## config.mk

```make
export PLATFORM = sky130hd
export DESIGN_NAME = glitch_sequencer_flat
export DESIGN_NICKNAME = d
export VERILOG_FILES = /design/src/rtl/glitch_pkg.sv /design/src/rtl/glitch_sequencer_if.sv /design/src/rtl/trig_sync_edge.sv /design/src/rtl/glitch_sequencer.sv /design/src/flat_wrapper.sv
export SDC_FILE = /design/constraint.sdc
export NUM_CORES = 1
export LEC_CHECK = 0
export ABC_AREA = 0
export CAP_MARGIN = 40
export CORE_ASPECT_RATIO = 0.6
export CORE_MARGIN = 4
export CORE_UTILIZATION = 30
export CTS_BUF_LIST = sky130_fd_sc_hd__clkbuf_4 sky130_fd_sc_hd__clkbuf_8
export DETAILED_ROUTE_END_ITERATION = 16
export PLACE_DENSITY = 0.56
export SLEW_MARGIN = 10
export SYNTH_ARGS = -nofsm -noshare
export SYNTH_HDL_FRONTEND = slang
export SYNTH_SLANG_ARGS = --single-unit
```

## constraint.sdc

```tcl
create_clock -name clk -period 12.07 [get_ports clk]
set_input_delay 2.414 -clock clk [delete_from_list [all_inputs] [get_ports clk]]
set_output_delay 2.414 -clock clk [all_outputs]
set_load 0.03 [all_outputs]
```

## src/rtl/glitch_pkg.sv

```systemverilog
// Shared types for the glitch timing core: FSM states, default widths and the config snapshot.
package glitch_pkg;
    localparam int DEF_DELAY_W     = 24;
    localparam int DEF_WIDTH_W     = 16;
    localparam int DEF_COUNT_W     = 8;
    localparam int DEF_RESET_W     = 16;
    localparam int DEF_SYNC_STAGES = 2;

    typedef enum logic [2:0] {
        IDLE,
        RST,
        RST_ONLY,
        ARMED,
        DELAY,
        PULSE,
        GAP
    } state_e;

    typedef struct packed {
        logic [DEF_DELAY_W-1:0] delay;
        logic [DEF_WIDTH_W-1:0] width;
        logic [DEF_WIDTH_W-1:0] gap;
        logic [DEF_COUNT_W-1:0] count;
        logic [DEF_RESET_W-1:0] reset_len;
        logic                   edge_fall;
        logic                   arm_reset;
    } cfg_t;
endpackage

```

## src/rtl/glitch_sequencer_if.sv

```systemverilog
// Command/config bundle from the register decoder and status/pin outputs of the sequencer.
interface glitch_sequencer_if
    import glitch_pkg::*;
#(
    parameter int DELAY_W = DEF_DELAY_W,
    parameter int WIDTH_W = DEF_WIDTH_W,
    parameter int COUNT_W = DEF_COUNT_W,
    parameter int RESET_W = DEF_RESET_W
);
    logic [DELAY_W-1:0] cfg_delay;
    logic [WIDTH_W-1:0] cfg_width;
    logic [WIDTH_W-1:0] cfg_gap;
    logic [COUNT_W-1:0] cfg_count;
    logic [RESET_W-1:0] cfg_reset_len;
    logic               cfg_edge;
    logic               cfg_arm_reset;
    logic               cmd_arm;
    logic               cmd_reset;
    logic               cmd_abort;
    logic               pulse_out;
    logic               pulse_en;
    logic               target_reset;
    logic               busy;
    logic               armed;
    logic               done;

    modport master (
        output cfg_delay, cfg_width, cfg_gap, cfg_count, cfg_reset_len, cfg_edge, cfg_arm_reset,
        output cmd_arm, cmd_reset, cmd_abort,
        input  pulse_out, pulse_en, target_reset, busy, armed, done
    );

    modport slave (
        input  cfg_delay, cfg_width, cfg_gap, cfg_count, cfg_reset_len, cfg_edge, cfg_arm_reset,
        input  cmd_arm, cmd_reset, cmd_abort,
        output pulse_out, pulse_en, target_reset, busy, armed, done
    );
endinterface

```

## src/rtl/trig_sync_edge.sv

```systemverilog
// Trigger synchroniser with history flop and polarity-selected edge strobe.
// Latency: edge_o high in the cycle after the input reaches the last sync stage.
// Backpressure: none; free-running.
module trig_sync_edge
    import glitch_pkg::*;
#(
    parameter int SYNC_STAGES = DEF_SYNC_STAGES
) (
    input  logic clk,
    input  logic rst_n,
    input  logic din,
    input  logic edge_sel,
    output logic edge_o
);
    logic [SYNC_STAGES-1:0] sync_q, sync_d;
    logic                   hist_q, hist_d;
    logic                   sync_out;

    assign sync_out = sync_q[SYNC_STAGES-1];

    always_comb begin
        sync_d = {sync_q[SYNC_STAGES-2:0], din};
        hist_d = sync_out;
    end

    // edge_sel=0 picks 0->1 transitions, edge_sel=1 picks 1->0.
    assign edge_o = (sync_out ^ hist_q) & (sync_out ^ edge_sel);

    always_ff @(posedge clk or negedge rst_n) begin
        if (!rst_n) begin
            sync_q <= '0;
            hist_q <= 1'b0;
        end else begin
            sync_q <= sync_d;
            hist_q <= hist_d;
        end
    end
endmodule

```

## src/rtl/glitch_sequencer.sv

```systemverilog
// Glitch timing FSM: arm, optional target reset, trigger wait, delay, pulse train.
// Latency: first pulse_out high after edge k+SYNC_STAGES+delay for trigger sampled at edge k.
// Backpressure: none; commands outside IDLE are dropped, cmd_abort always wins.
module glitch_sequencer
    import glitch_pkg::*;
#(
    parameter int DELAY_W     = DEF_DELAY_W,
    parameter int WIDTH_W     = DEF_WIDTH_W,
    parameter int COUNT_W     = DEF_COUNT_W,
    parameter int RESET_W     = DEF_RESET_W,
    parameter int SYNC_STAGES = DEF_SYNC_STAGES
) (
    input  logic              clk,
    input  logic              rst_n,
    input  logic              trigger_in,
    glitch_sequencer_if.slave io
);
    localparam int DW_MAX = (DELAY_W > WIDTH_W) ? DELAY_W : WIDTH_W;
    localparam int CNT_W  = (DW_MAX > RESET_W) ? DW_MAX : RESET_W;
    typedef logic [CNT_W-1:0]   cnt_t;
    typedef logic [COUNT_W-1:0] rep_t;

    function automatic cnt_t len_m1(input cnt_t v);
        return (v == '0) ? '0 : v - cnt_t'(1);
    endfunction

    state_e state_q, state_d;
    cfg_t   cfg_q, cfg_d, cfg_in;
    cnt_t   cnt_q, cnt_d;
    rep_t   rep_q, rep_d;
    logic   fire, trig_edge;
    logic   pulse_out_q, pulse_out_d, pulse_en_q, pulse_en_d;
    logic   target_reset_q, target_reset_d, busy_q, busy_d;
    logic   armed_q, armed_d, done_q, done_d;

    trig_sync_edge #(.SYNC_STAGES(SYNC_STAGES)) u_trig (
        .clk      (clk),
        .rst_n    (rst_n),
        .din      (trigger_in),
        .edge_sel (cfg_q.edge_fall),
        .edge_o   (trig_edge)
    );

    always_comb begin
        cfg_in.delay     = io.cfg_delay;
        cfg_in.width     = io.cfg_width;
        cfg_in.gap       = io.cfg_gap;
        cfg_in.count     = io.cfg_count;
        cfg_in.reset_len = io.cfg_reset_len;
        cfg_in.edge_fall = io.cfg_edge;
        cfg_in.arm_reset = io.cfg_arm_reset;
    end

    always_comb begin
        state_d = state_q;
        cfg_d   = cfg_q;
        cnt_d   = cnt_q;
        rep_d   = rep_q;
        done_d  = 1'b0;
        fire    = 1'b0;
        if (io.cmd_abort) begin
            state_d = IDLE;
        end else begin
            case (state_q)
                IDLE: begin
                    cnt_d = '0;
                    if (io.cmd_arm) begin
                        cfg_d   = cfg_in;
                        state_d = io.cfg_arm_reset ? RST : ARMED;
                    end else if (io.cmd_reset) begin
                        cfg_d   = cfg_in;
                        state_d = RST_ONLY;
                    end
                end
                // Reset length counts up from 0 so the snapshot length is the only reference.
                RST, RST_ONLY: begin
                    if (cnt_q >= len_m1(cnt_t'(cfg_q.reset_len))) begin
                        state_d = (state_q == RST && cfg_q.arm_reset) ? ARMED : IDLE;
                    end else begin
                        cnt_d = cnt_q + cnt_t'(1);
                    end
                end
                ARMED: begin
                    if (trig_edge) begin
                        rep_d = (cfg_q.count == '0) ? '0 : rep_t'(cfg_q.count) - rep_t'(1);
                        if (cfg_q.delay == '0) begin
                            fire = 1'b1;
                        end else begin
                            state_d = DELAY;
                            cnt_d   = cnt_t'(cfg_q.delay) - cnt_t'(1);
                        end
                    end
                end
                DELAY, GAP: begin
                    if (cnt_q == '0) fire = 1'b1;
                    else             cnt_d = cnt_q - cnt_t'(1);
                end
                PULSE: begin
                    if (cnt_q != '0) begin
                        cnt_d = cnt_q - cnt_t'(1);
                    end else if (rep_q != '0) begin
                        state_d = GAP;
                        cnt_d   = len_m1(cnt_t'(cfg_q.gap));
                        rep_d   = rep_q - rep_t'(1);
                    end else begin
                        state_d = IDLE;
                        done_d  = 1'b1;
                    end
                end
                default: state_d = IDLE;
            endcase
            // A zero width means no pulse at all: the train ends where it would have started.
            if (fire) begin
                if (cfg_q.width == '0) begin
                    state_d = IDLE;
                    done_d  = 1'b1;
                end else begin
                    state_d = PULSE;
                    cnt_d   = cnt_t'(cfg_q.width) - cnt_t'(1);
                end
            end
        end
        pulse_out_d    = (state_d == PULSE);
        pulse_en_d     = state_d inside {ARMED, DELAY, PULSE, GAP};
        target_reset_d = state_d inside {RST, RST_ONLY};
        busy_d         = (state_d != IDLE);
        armed_d        = (state_d == ARMED);
    end

    always_ff @(posedge clk or negedge rst_n) begin
        if (!rst_n) begin
            state_q        <= IDLE;
            cfg_q          <= '0;
            cnt_q          <= '0;
            rep_q          <= '0;
            pulse_out_q    <= 1'b0;
            pulse_en_q     <= 1'b0;
            target_reset_q <= 1'b0;
            busy_q         <= 1'b0;
            armed_q        <= 1'b0;
            done_q         <= 1'b0;
        end else begin
            state_q        <= state_d;
            cfg_q          <= cfg_d;
            cnt_q          <= cnt_d;
            rep_q          <= rep_d;
            pulse_out_q    <= pulse_out_d;
            pulse_en_q     <= pulse_en_d;
            target_reset_q <= target_reset_d;
            busy_q         <= busy_d;
            armed_q        <= armed_d;
            done_q         <= done_d;
        end
    end

    assign io.pulse_out    = pulse_out_q;
    assign io.pulse_en     = pulse_en_q;
    assign io.target_reset = target_reset_q;
    assign io.busy         = busy_q;
    assign io.armed        = armed_q;
    assign io.done         = done_q;
endmodule

```

## src/flat_wrapper.sv

```systemverilog
// flat-port wrapper written by rule: the top's interface ports become plain ports
module glitch_sequencer_flat import glitch_pkg::*;
#(
    parameter int DELAY_W     = DEF_DELAY_W,
    parameter int WIDTH_W     = DEF_WIDTH_W,
    parameter int COUNT_W     = DEF_COUNT_W,
    parameter int RESET_W     = DEF_RESET_W,
    parameter int SYNC_STAGES = DEF_SYNC_STAGES
)
  (clk, rst_n, trigger_in, io_cfg_delay, io_cfg_width, io_cfg_gap, io_cfg_count, io_cfg_reset_len, io_cfg_edge, io_cfg_arm_reset, io_cmd_arm, io_cmd_reset, io_cmd_abort, io_pulse_out, io_pulse_en, io_target_reset, io_busy, io_armed, io_done);
  glitch_sequencer_if #(.DELAY_W(DELAY_W), .WIDTH_W(WIDTH_W), .COUNT_W(COUNT_W), .RESET_W(RESET_W)) io_i ();
  input  logic clk;
  input  logic rst_n;
  input  logic trigger_in;
  input wire logic [$bits(io_i.cfg_delay)-1:0] io_cfg_delay;
  input wire logic [$bits(io_i.cfg_width)-1:0] io_cfg_width;
  input wire logic [$bits(io_i.cfg_gap)-1:0] io_cfg_gap;
  input wire logic [$bits(io_i.cfg_count)-1:0] io_cfg_count;
  input wire logic [$bits(io_i.cfg_reset_len)-1:0] io_cfg_reset_len;
  input wire logic [$bits(io_i.cfg_edge)-1:0] io_cfg_edge;
  input wire logic [$bits(io_i.cfg_arm_reset)-1:0] io_cfg_arm_reset;
  input wire logic [$bits(io_i.cmd_arm)-1:0] io_cmd_arm;
  input wire logic [$bits(io_i.cmd_reset)-1:0] io_cmd_reset;
  input wire logic [$bits(io_i.cmd_abort)-1:0] io_cmd_abort;
  output wire logic [$bits(io_i.pulse_out)-1:0] io_pulse_out;
  output wire logic [$bits(io_i.pulse_en)-1:0] io_pulse_en;
  output wire logic [$bits(io_i.target_reset)-1:0] io_target_reset;
  output wire logic [$bits(io_i.busy)-1:0] io_busy;
  output wire logic [$bits(io_i.armed)-1:0] io_armed;
  output wire logic [$bits(io_i.done)-1:0] io_done;
  assign io_i.cfg_delay = io_cfg_delay;
  assign io_i.cfg_width = io_cfg_width;
  assign io_i.cfg_gap = io_cfg_gap;
  assign io_i.cfg_count = io_cfg_count;
  assign io_i.cfg_reset_len = io_cfg_reset_len;
  assign io_i.cfg_edge = io_cfg_edge;
  assign io_i.cfg_arm_reset = io_cfg_arm_reset;
  assign io_i.cmd_arm = io_cmd_arm;
  assign io_i.cmd_reset = io_cmd_reset;
  assign io_i.cmd_abort = io_cmd_abort;
  assign io_pulse_out = io_i.pulse_out;
  assign io_pulse_en = io_i.pulse_en;
  assign io_target_reset = io_i.target_reset;
  assign io_busy = io_i.busy;
  assign io_armed = io_i.armed;
  assign io_done = io_i.done;
  glitch_sequencer #(.DELAY_W(DELAY_W), .WIDTH_W(WIDTH_W), .COUNT_W(COUNT_W), .RESET_W(RESET_W), .SYNC_STAGES(SYNC_STAGES)) u_core (.clk(clk), .rst_n(rst_n), .trigger_in(trigger_in), .io(io_i));
endmodule
```

==> results by group <==
CTS
  – Cts bufs inserted: 17
  – Resize count post-CTS: 0
  – Root Buffer: clkbuf_8
  – CTS tree: done
  – Clk buf depth: 2
  – Clk Latency, worst-skew pair: 490 ps
  – # Post-CTS Setup Buffers: 0
  – CTS Sinks: 126
  – Hold Buf Count CTS: 0
  – Clock-pin slew on the worst setup and hold paths: 80 ps
  – CTS H-tree lvls: 4

Power and ir drop
  – Int Power: 1.27 mW
  – Final Power: 2.25 mW
  – Clock power frac: 17.9%
  – Psw: 0.981 mW
  – Sw frac: 43.6%
  – LEAKAGE: 4.16 nW
  – Register share of total power: 38.0%
  – Logic pwr share: 44.1%
  – VDD IR max: 0.0798 mV
  – Power per Cell Area: 210 nW/um2

Worst setup path
  – Arrival time worst endpoint: 5590 ps
  – CP max stage delay: 740 ps
  – Worst Reg-to-Reg Cells: 13
  – Worst path cell trace: or4_1 > nor4_1 > nand4_1 > and2_1 > ha_1 > nor2b_1 > o21ai_0 > a21oi_1 > nor3_2 > nor3_1 > nand4b_1 > and3_1 > o31ai_1
  – Slowest CP cell: nor3_1
  – Required time of the critical path: 12470 ps
  – Critical path endpoint category: flip-flop
  – CP Max Fanout: 13
  – Crit start category: flip-flop
  – WS Path Type: reg -> reg

Die
  – Die height: 142 um
  – Total die area: 32800 um2
  – Top Ports: 94
  – # rows: 48
  – Initial Utilization: 30.8%
  – Die width: 231 um
  – Core Footprint: 29100 um2

Placement
  – Port Buffer Count: 93
  – Placed insts: 1459
  – GPL Wtd Cong: 0.930
  – Setup Slack @ Placement: 6940 ps
  – DP HPWL: 22800 um

Timing
  – Final setup vio count: 0
  – Final setup margin: 6880 ps
  – Final hold violations: 0
  – Final max-slew violation count: 0
  – Fin crit period: 5190 ps
  – Worst Tran Pin Value: 918 ps
  – Slew margin rel.: 38.8%
  – Layout Skew: 18.7 ps
  – Period utilization: 43.0%
  – Peak Freq: 193 MHz
  – Unrepaired setup endpoints after global routing: false
  – Fin Setup TNS: 0 ps

Layout
  – Fill count: 3031
  – Most common library cell in the layout ignoring fill and taps: dfrtp_1
  – Most frequent cells in the layout: dfrtp_1 (126), clkdlybuf4s50_1 (92), nand2_1 (90)
  – Syn-to-layout area delta: 19.9%
  – Multi-input logic area: 5500 um2
  – Ant diodes: 0
  – Total Nets Final: 1199
  – Final Non-Filler Cells: 1490
  – Register area: 3150 um2
  – Layout cells sized above 1: 13.9%

Yosys
  – Top-area cell type share of the netlist area: 35.2%
  – Area leader, netlist: dfrtp_1
  – Cell variety after synth: 84
  – Main synth FF type: dfrtp_1
  – Top post-synthesis cells by area: dfrtp_1 (35%), mux2_2 (8.9%), ha_1 (4.5%)
  – Sequential area share after synthesis: 35.2%
  – Synthesized flop and latch total: 126
  – Async SR Flop Fraction: 100%
  – Synthesized area: 8950 um2
  – Cell count after synthesis: 1002
  – Post-synthesis area per instance: 8.93 um2
  – Synth Warn #: 0
  – Post-synth EDFFs: 0

Detailed routing
  – DRC Markers: 0
  – Drt pass-1 iters: 5
  – Antenna Nets Post-Route: 0
  – Routed WL: 29200 um
  – Starting DRT DRC Count: 832
  – Via count: 8169
  – Vias/cell: 5.48
  – DR WL/cell: 19.6 um

Job
  – Max cap viols: 0

Global route
  – First-pass GRT wire length: 45900 um
  – Vias in the first global route: 7672
  – Grt ovf: 0
  – Largest net degree at the start of global routing: 58
  – Initial antenna violation count: 0
  – Total Routing Usage GR: 18.1%

Min path
  – HP Class: reg -> reg
  – Hold Crit Depth: 0

Status
  – Status: finished, final reports clean
final cells by class:
cell class / instances / share of cell area (%)
clock buffer: 21 / 2.64
clock inverter: 9 / 1.25
inverter: 29 / 1.01
multi-input combinational: 799 / 51.2
sequential: 126 / 29.4
tap: 400 / 4.66
timing repair buffer: 106 / 9.82
final timing paths:
path	from	end	slack [ps]
min in group asynchronous	rst_n	u_core.io.pulse_en	1840
worst min-delay path	u_core.u_trig.sync_q[0]	u_core.u_trig.sync_q[1]	350
max in group asynchronous	rst_n	u_core.cfg_q[51]	9170
worst max-delay path	u_core.cfg_q[6]	u_core.cnt_q[7]	6880
worst max register to register	u_core.cfg_q[6]	u_core.cnt_q[7]	6880
worst min register to register	u_core.u_trig.sync_q[0]	u_core.u_trig.sync_q[1]	350
worst max-delay path, delay by kind of cell, from the launching register on:
family          cells  cell delay (ps)
compound gates      3              650
fa+ha+maj           1              300
flops               1              420
simple gates        9             3740
logic make-up (layout without fill, tap and decap cells):
| family | count (synthesis) | in the layout | synth area share, % |
|---|---|---|---|
| compound gates | 236 | 236 | 17.4 |
| mux | 76 | 76 | 9.49 |
| buf+inv | 84 | 165 | 3.76 |
| flops | 126 | 126 | 35.2 |
| other cells | 1 | 8 | 0.0419 |
| simple gates | 373 | 373 | 22.4 |
| fa+ha+maj | 32 | 32 | 4.47 |
| xor+xnor | 74 | 74 | 7.24 |
sequential cells by signal (all words and copies together) (netlist names):
name	count
u_core.cfg_q	82
u_core.cnt_q	24
u_core.io.armed	1
u_core.io.busy	1
u_core.io.done	1
u_core.io.pulse_en	1
u_core.io.pulse_out	1
u_core.io.target_reset	1
u_core.rep_q	8
u_core.state_q	3
u_core.u_trig.hist_q	1
u_core.u_trig.sync_q	2
routing by layer:
metal / track usage [%] / part of all wire, % / vias up
met2: 23.0 / 38 / 353
li1: - / - / 3869
met1: 28.2 / 51 / 3908
met4: 5.25 / 1.7 / 0
met3: 6.10 / 9.9 / 39
met5: 0 / 0 / -
power by group through the flow:
stage                     registers (mW)  logic (mW)  clock network [mW]
after floorplan                    0.767       0.753                   0
after global placement             0.853       0.963                   0
after detailed placement           0.860       0.980                   0
after CTS                          0.852       0.986               0.415
after global routing               0.894        1.10               0.430
final                              0.856       0.993               0.402
cell usage after synthesis (4+ instances only):
library cell / instances
a211oi_1: 8
a21o_1: 5
a21oi_1: 47
a221oi_1: 5
a22o_1: 6
a22oi_1: 4
a31oi_1: 12
and3_1: 8
and4_1: 5
buf_2: 14
clkbuf_1: 40
dfrtp_1: 126
ha_1: 32
inv_1: 28
mux2_2: 71
mux2i_1: 5
nand2_1: 90
nand2b_1: 8
nand3_1: 26
nand4_1: 21
nor2_1: 75
nor2b_1: 5
nor3_1: 44
nor3_2: 4
nor3b_1: 5
nor4_1: 25
nor4b_1: 7
o211ai_1: 4
o21ai_0: 62
o21ai_1: 5
o22ai_1: 15
o311ai_0: 4
o31ai_1: 12
o32ai_1: 5
or2_2: 6
or3_1: 13
or4_1: 5
xnor2_1: 42
xor2_1: 32
stage by stage:
stage          utilization [%]  cell area (um2)  hold WS (ps)
2_1_floorplan                -             8980           331
3_3_place_gp              35.2            10200           337
3_5_place_dp              35.5            10300           335
4_1_cts                   36.9            10700           350
5_1_grt                   36.9            10700           360
6_report                  36.9            10700           348
(Power assumes the default switching activity.)
